### config.mk
export PLATFORM = sky130hd
export DESIGN_NAME = serial_adder
export DESIGN_NICKNAME = d
export VERILOG_FILES = /design/src/rtl/serial_adder.sv
export SDC_FILE = /design/constraint.sdc
export NUM_CORES = 1
export LEC_CHECK = 0
export BUFFER_PORTS_ARGS = -buffer_cell sky130_fd_sc_hd__clkbuf_2
export CORE_UTILIZATION = 30
export CTS_BUF_LIST = sky130_fd_sc_hd__clkbuf_8
export CTS_CLUSTER_SIZE = 20
export DETAILED_ROUTE_END_ITERATION = 16
export GPL_ROUTABILITY_DRIVEN = 0
export PLACE_DENSITY = 0.49
export SYNTH_ARGS = -nofsm -noshare
export SYNTH_HDL_FRONTEND = slang
export SYNTH_SLANG_ARGS = --single-unit
### constraint.sdc
create_clock -name clk -period 1.4 [get_ports clk]
set_input_delay 0.21 -clock clk [delete_from_list [all_inputs] [get_ports clk]]
set_output_delay 0.21 -clock clk [all_outputs]
set_load 0.03 [all_outputs]
### src/rtl/serial_adder.sv
// Bit-serial adder/subtractor: one result bit per clock, LSB first.
// Result, carry-out and signed overflow are registered on completion and held until the next one.
module serial_adder #(
    parameter int WIDTH = 8
) (
    input  logic             clk,
    input  logic             rst,
    input  logic             start,
    input  logic [WIDTH-1:0] a,
    input  logic [WIDTH-1:0] b,
    input  logic             sub,
    output logic             busy,
    output logic             done,
    output logic [WIDTH-1:0] sum,
    output logic             cout,
    output logic             ovf
);
    localparam int            CW       = $clog2(WIDTH) + 1;
    localparam logic [CW-1:0] LAST_BIT = CW'(WIDTH - 1);

    typedef enum logic [1:0] {
        IDLE = 2'd0,
        RUN  = 2'd1,
        DONE = 2'd2
    } state_t;

    state_t           state_q, state_d;
    logic [WIDTH-1:0] a_q, a_d;
    logic [WIDTH-1:0] b_q, b_d;
    logic [WIDTH-1:0] work_q, work_d;
    logic [WIDTH-1:0] sum_q, sum_d;
    logic [CW-1:0]    cnt_q, cnt_d;
    logic             carry_q, carry_d;
    logic             cout_q, cout_d;
    logic             ovf_q, ovf_d;
    logic             bit_s;
    logic             carry_nxt;

    // Operands shift right each RUN cycle, so bit 0 is always the bit in flight.
    assign bit_s     = a_q[0] ^ b_q[0] ^ carry_q;
    assign carry_nxt = (a_q[0] & b_q[0]) | (a_q[0] & carry_q) | (b_q[0] & carry_q);

    always_comb begin
        // NOTE: every target gets a default first, so no path through the case can infer a latch.
        state_d = state_q;
        a_d     = a_q;
        b_d     = b_q;
        work_d  = work_q;
        sum_d   = sum_q;
        cnt_d   = cnt_q;
        carry_d = carry_q;
        cout_d  = cout_q;
        ovf_d   = ovf_q;

        case (state_q)
            IDLE, DONE: begin
                state_d = IDLE;
                if (start) begin
                    // Subtraction is A + ~B + 1: invert B once here and seed the carry with 1.
                    state_d = RUN;
                    a_d     = a;
                    b_d     = sub ? ~b : b;
                    carry_d = sub;
                    cnt_d   = '0;
                    work_d  = '0;
                end
            end
            RUN: begin
                a_d     = a_q >> 1;
                b_d     = b_q >> 1;
                work_d  = {bit_s, work_q[WIDTH-1:1]};
                carry_d = carry_nxt;
                cnt_d   = cnt_q + 1'b1;
                if (cnt_q == LAST_BIT) begin
                    state_d = DONE;
                    sum_d   = {bit_s, work_q[WIDTH-1:1]};
                    cout_d  = carry_nxt;
                    ovf_d   = carry_q ^ carry_nxt;
                end
            end
            default: state_d = IDLE;
        endcase
    end

    always_ff @(posedge clk) begin
        // NOTE: state is updated with non-blocking assignments so all registers see pre-edge values.
        if (rst) begin
            state_q <= IDLE;
            a_q     <= '0;
            b_q     <= '0;
            work_q  <= '0;
            sum_q   <= '0;
            cnt_q   <= '0;
            carry_q <= 1'b0;
            cout_q  <= 1'b0;
            ovf_q   <= 1'b0;
        end else begin
            state_q <= state_d;
            a_q     <= a_d;
            b_q     <= b_d;
            work_q  <= work_d;
            sum_q   <= sum_d;
            cnt_q   <= cnt_d;
            carry_q <= carry_d;
            cout_q  <= cout_d;
            ovf_q   <= ovf_d;
        end
    end

    assign busy = (state_q == RUN);
    assign done = (state_q == DONE);
    assign sum  = sum_q;
    assign cout = cout_q;
    assign ovf  = ovf_q;

endmodule

## Yosys cells after proc, flatten, opt, wreduce, memory -nomap -nowiden

Index checks and enable logic that the tools add are counted.

- Input bits: 20
- Output and inout bits: 12
- Memories: 0
- Word-level logic and storage cells: 43
- Register bits: 41
- Memory bits (writable): 0
- Bits in latches: 0
- Bits in read-only memories: 0

- $mul: 0
- $lt $le $gt $ge: 0
- Shift operators: 0
- Divide/modulo/power cells: 0
- Multiplexer cells: 14
- Bitwise operators: 9
- Reduce and logical (&&, ||, !) cells: 5
- Eq/ne operators: 5
- $add $sub $neg: 1

Operator list:

| kind | number |
|---|---|
| case mux 8 bit (2 select lines) | 3 |
| two-way mux 8 bit | 4 |
| inverter 8 bit | 1 |
| case mux 4 bit (2 select lines) | 1 |
| adder 4 x 1 -> 4 bit (second input constant) | 1 |
| equality test 4 x 3 -> 1 bit (second input constant) | 1 |
| two-way mux 4 bit | 1 |
| case mux 2 bit (2 select lines) | 1 |
| AND reduction 2 bit | 2 |
| AND 1 bit | 3 |
| XOR 1 bit | 3 |
| equality test 2 x 1 -> 1 bit (second input constant) | 1 |
| equality test 2 bit (second input constant) | 1 |
| zero test 2 bit | 1 |
| two-way mux 1 bit | 2 |
| two-way mux 2 bit | 1 |
| != test 2 x 1 -> 1 bit (second input constant) | 1 |
| != test 2 bit (second input constant) | 1 |
| OR 1 bit | 2 |
| case mux 1 bit (2 select lines) | 1 |
| nonzero test 2 bit | 1 |
| OR reduction 2 bit | 1 |

## Logic depth before layout (Yosys ltp)

- Word-level depth: 4
- Depth in mapped cells: 5

## Worst setup path before layout

No wires, ideal clock.

- Path type: flip-flop to flip-flop
- From: register cnt_q[0]
- To: register cout_q (netlist: cout)
- Library setup time: 0.116 ns
- Stages on the path, launching flop included: 6
- Buffers on the path: 1
- Setup slack: 0.078 ns
- Arrival: 1.207 ns
- Cells stage by stage: dfxtp_1 ha_1 and3b_1 and2_1 buf_6 a31o_1

- Cells in the longest elaborated chain, start to end: 2

Ends and longest elaborated chain:

| what | RTL line | text |
|---|---|---|
| from (decl) | 32 | `logic [CW-1:0] cnt_q, cnt_d;` |
| from (signal assigned) | 103 | `cnt_q <= cnt_d;` |
| equality test 4 x 3 -> 1 bit | 74 | `if (cnt_q == LAST_BIT) begin` |
| AND reduction 2 bit (no source line) | -- |  |
| to (signal assigned) | 105 | `cout_q <= cout_d;` |
| to (decl) | 34 | `logic cout_q, cout_d;` |

No other way between the ends.
A chain may end at the register's enable or synchronous reset.

## Worst setup path after layout

- From: register cnt_q[1]
- To: register sum_q[0] (netlist: sum[0])

- Cells in the longest elaborated chain, start to end: 2

Ends and longest elaborated chain:

| what | RTL line | text |
|---|---|---|
| equality test 4 x 3 -> 1 bit | 74 |  |
| AND reduction 2 bit (no source line) | -- |  |
| to (signal assigned) | 102 | `sum_q <= sum_d;` |
| to (decl) | 31 | `logic [WIDTH-1:0] sum_q, sum_d;` |

No other way between the ends.

==> metrics.cfg <==
[status]
outcome=finished clean

[clocking]
clock_sinks=40
cts.path.max_buffers=2
cts_tree=built
clock_latency_ns=0.29
postCtsHoldBufs=0
numCtsBuffers=5
clkTransAtPathRegs_ns=0.08
cts_root_buf=clkbuf_8
cts.htree.levels=2

[logic_synthesis]
yosys-top-cells-area=dfxtp_1, a21oi_1, nand3_1
synth-compound-area-share=0.230
synth-xor-area-share=0.0441
synth.area.mux_share=0.0147
synth_cell_types=31
synth.avg_cell_area_um2=9.12
ys_seq_area_frac=0.448
yosysTopAreaCell=dfxtp_1
synth_seq_cells=40
ys_warn_count=0
synth_top_family_by_area=compound AO/OA/AOI/OAI gates
synthCells=196
synth_edf_count=0
synthAdderAreaFrac=0.0182
synth_top_cell_area_share=0.448
synthesis.area_um2=1790
synth_simple_gate_area_frac=0.170
netlist_top_cells_count=dfxtp_1, a21oi_1, nand3_1
ys.flop_type=dfxtp_1
syn_nets=218
yosysMostFrequentCell=dfxtp_1
async_flop_share=0

[placement]
dp.cells=294
io_buffers=31
placed_cell_area_um2=2020
dp_slack_ns=0.0250
hpwl_mm=2.60

[timing]
tns_ns=0
rsz0062_at_grt=false
slew_headroom=0.818
finalSetupViolCount=0
tightest_slew_ns=0.273
fin_crit_ns=1.35
fin_hold_ws_ns=0.139
max_freq_mhz=741
finalCritPeriodShare=0.965
hold_violations=0
layout_setup_ws_ns=0.0496
clock_skew_ns=0.00575
drv_slew=0

[power]
p_total_mw=2.47
p_comb_frac=0.126
pwr-share-clk=0.385
pwr-share-seq=0.490
pwr_density_cell_nw_per_um2=1140
p_sw_frac=0.251
switching_power_mw=0.621
ir_worst_vdd_mv=0.418
leakagePower_nw=0.887
intPower_mw=1.85

[detailed_routing]
drc=0
vias=1525
wl_per_cell_um=13.2
dr.pass1.iters=4
ant_nets=0
drt_iter0_markers=74
finalWirelength_mm=4.01
routed_via_density=5.00

[worst_setup_path]
endpoint_kind=register
criticalPathCategory=reg -> reg
worst-endpoint-required_ns=1.59
arrival_ns=1.54
slowest_stage=dfxtp_1
crit_buf_inv=0
path_delay_family=simple AND/OR/NAND/NOR gates
start_kind=register
critical-path-max-stage-delay_ns=0.34
path_max_fanout=10
cp_cell_sequence=ha_1 -> and3b_1 -> and2_2 -> a31o_1

[grt]
antenna_found_initial=0
grt_usage=0.137
overflow=0
grt_pass1_wl_mm=6.74
grt_pass1_vias=1426
grt_max_degree=28

[final_layout]
fin_nets=254
postLayoutCellArea_um2=2170
finalNonFillerCells=305
fill_cells=595
synthToLayoutAreaGrowth_pct=21.4
antenna_cells=0
final_core_util=0.387
drive_gt1_frac=0.275

[floorplan]
coreArea_um2=5610
die_y_um=79.2
die_w_um=79.2
rows=27
die-area_um2=6270
io_pins=32
start_util=0.319

[worst_hold_path]
min_path_type=in -> reg

[job]
maxCapViolCount=0

[worst register-to-register path: stages, from the launching register on]
cell	delay, ns
dfxtp_1	0.34
ha_1	0.21
and3b_1	0.20
and2_2	0.27
a31o_1	0.24
[sequential cells by signal (all words and copies together), names as in the netlist]
| name | count |
|---|---|
| sum | 8 |
| ovf | 1 |
| work_q | 7 |
| state_q | 2 |
| b_q | 8 |
| carry_q | 1 |
| cout | 1 |
| a_q | 8 |
| cnt_q | 4 |
[cells in the final DEF, fill, tap and decap left out]
cell        Yosys  final
dfxtp_1        40     39
a21oi_1        37     37
clkbuf_2        0     30
nand3_1        26     26
buf_4           3     16
a22oi_1        15     15
nand2b_1       11     11
nand2_1        10     10
a31o_1          9      9
xor2_1          8      8
clkbuf_8        0      5
and2b_1         2      2
and3_1          2      2
nand2b_4        0      1
inv_4           0      1
nor2b_1         1      1
a21o_1          1      1
inv_1           1      1
and3b_1         1      1
and2_2          0      1
nor2_1          1      1
nand4_1         1      1
mux2_2          1      1
xnor2_1         1      1
a211oi_2        1      1
mux2_4          1      1
o21ai_0         1      1
a21oi_2         1      1
fa_1            1      1
ha_1            1      1
clkinvlp_4      0      1
clkinv_2        0      1
bufinv_16       0      1
clkbuf_4        0      1
buf_12          0      1
dfxtp_2         0      1
[power groups by stage]
| stage | registers (mW) | clock network (mW) | logic (mW) |
|---|---|---|---|
| global placement | 1.23 | 0 | 0.298 |
| floorplan | 1.23 | 0 | 0.207 |
| finish | 1.21 | 0.949 | 0.310 |
| global route | 1.21 | 1.02 | 0.346 |
| CTS | 1.21 | 0.980 | 0.313 |
| detailed placement | 1.24 | 0 | 0.298 |
[cells by family (layout without fill, tap and decap cells)]
logic type / after synthesis / count (layout)
adder cells (fa/ha/maj): 2 / 2
AND/OR/NAND/NOR: 57 / 57
XOR/XNOR: 9 / 9
multiplexers: 2 / 2
flip-flops: 40 / 40
AO/OA/AOI/OAI: 65 / 65
buffers and inverters: 21 / 58
[layout make-up]
| class | instances | area (µm²) | share of cell area |
|---|---|---|---|
| flip-flops and latches | 40 | 802 | 0.370 |
| clock buffers | 5 | 68.8 | 0.0317 |
| inverters | 2 | 10.0 | 0.00461 |
| repair buffers | 48 | 298 | 0.137 |
| multi-input cells | 135 | 858 | 0.396 |
| clock inverters | 3 | 42.5 | 0.0196 |
| well taps | 72 | 90.1 | 0.0415 |
[timing repair]
| item | CTS | global route |
|---|---|---|
| setup buffers | 3 | 0 |
| resized for setup | 2 | 3 |
| endpoints found under the setup margin | 1 | 19 |
[layer usage]
layer / wire [µm] / vias up / global-route usage / part of all wire
li1: - / 769 / - / -
met1: 2070 / 722 / 0.189 / 0.52
met2: 1760 / 30 / 0.208 / 0.44
met3: 145 / 4 / 0.0414 / 0.036
met4: 35 / 0 / 0.0327 / 0.0087
met5: 0 / - / 0 / 0
[path summary, 6_finish.rpt]
check,from,to,slack (ns),cells past startpoint
worst min-delay path,a[7],a_q[7]$_SDFFE_PP0P_,0.14,3
worst max-delay path,cnt_q[1]$_SDFFE_PP0P_,sum[0]$_SDFFE_PP0P_,0.05,4
worst max register to register,cnt_q[1]$_SDFFE_PP0P_,sum[0]$_SDFFE_PP0P_,0.05,4
worst min register to register,a_q[4]$_SDFFE_PP0P_,a_q[4]$_SDFFE_PP0P_,0.47,2
Note: power is estimated with default switching activity, not from simulation.
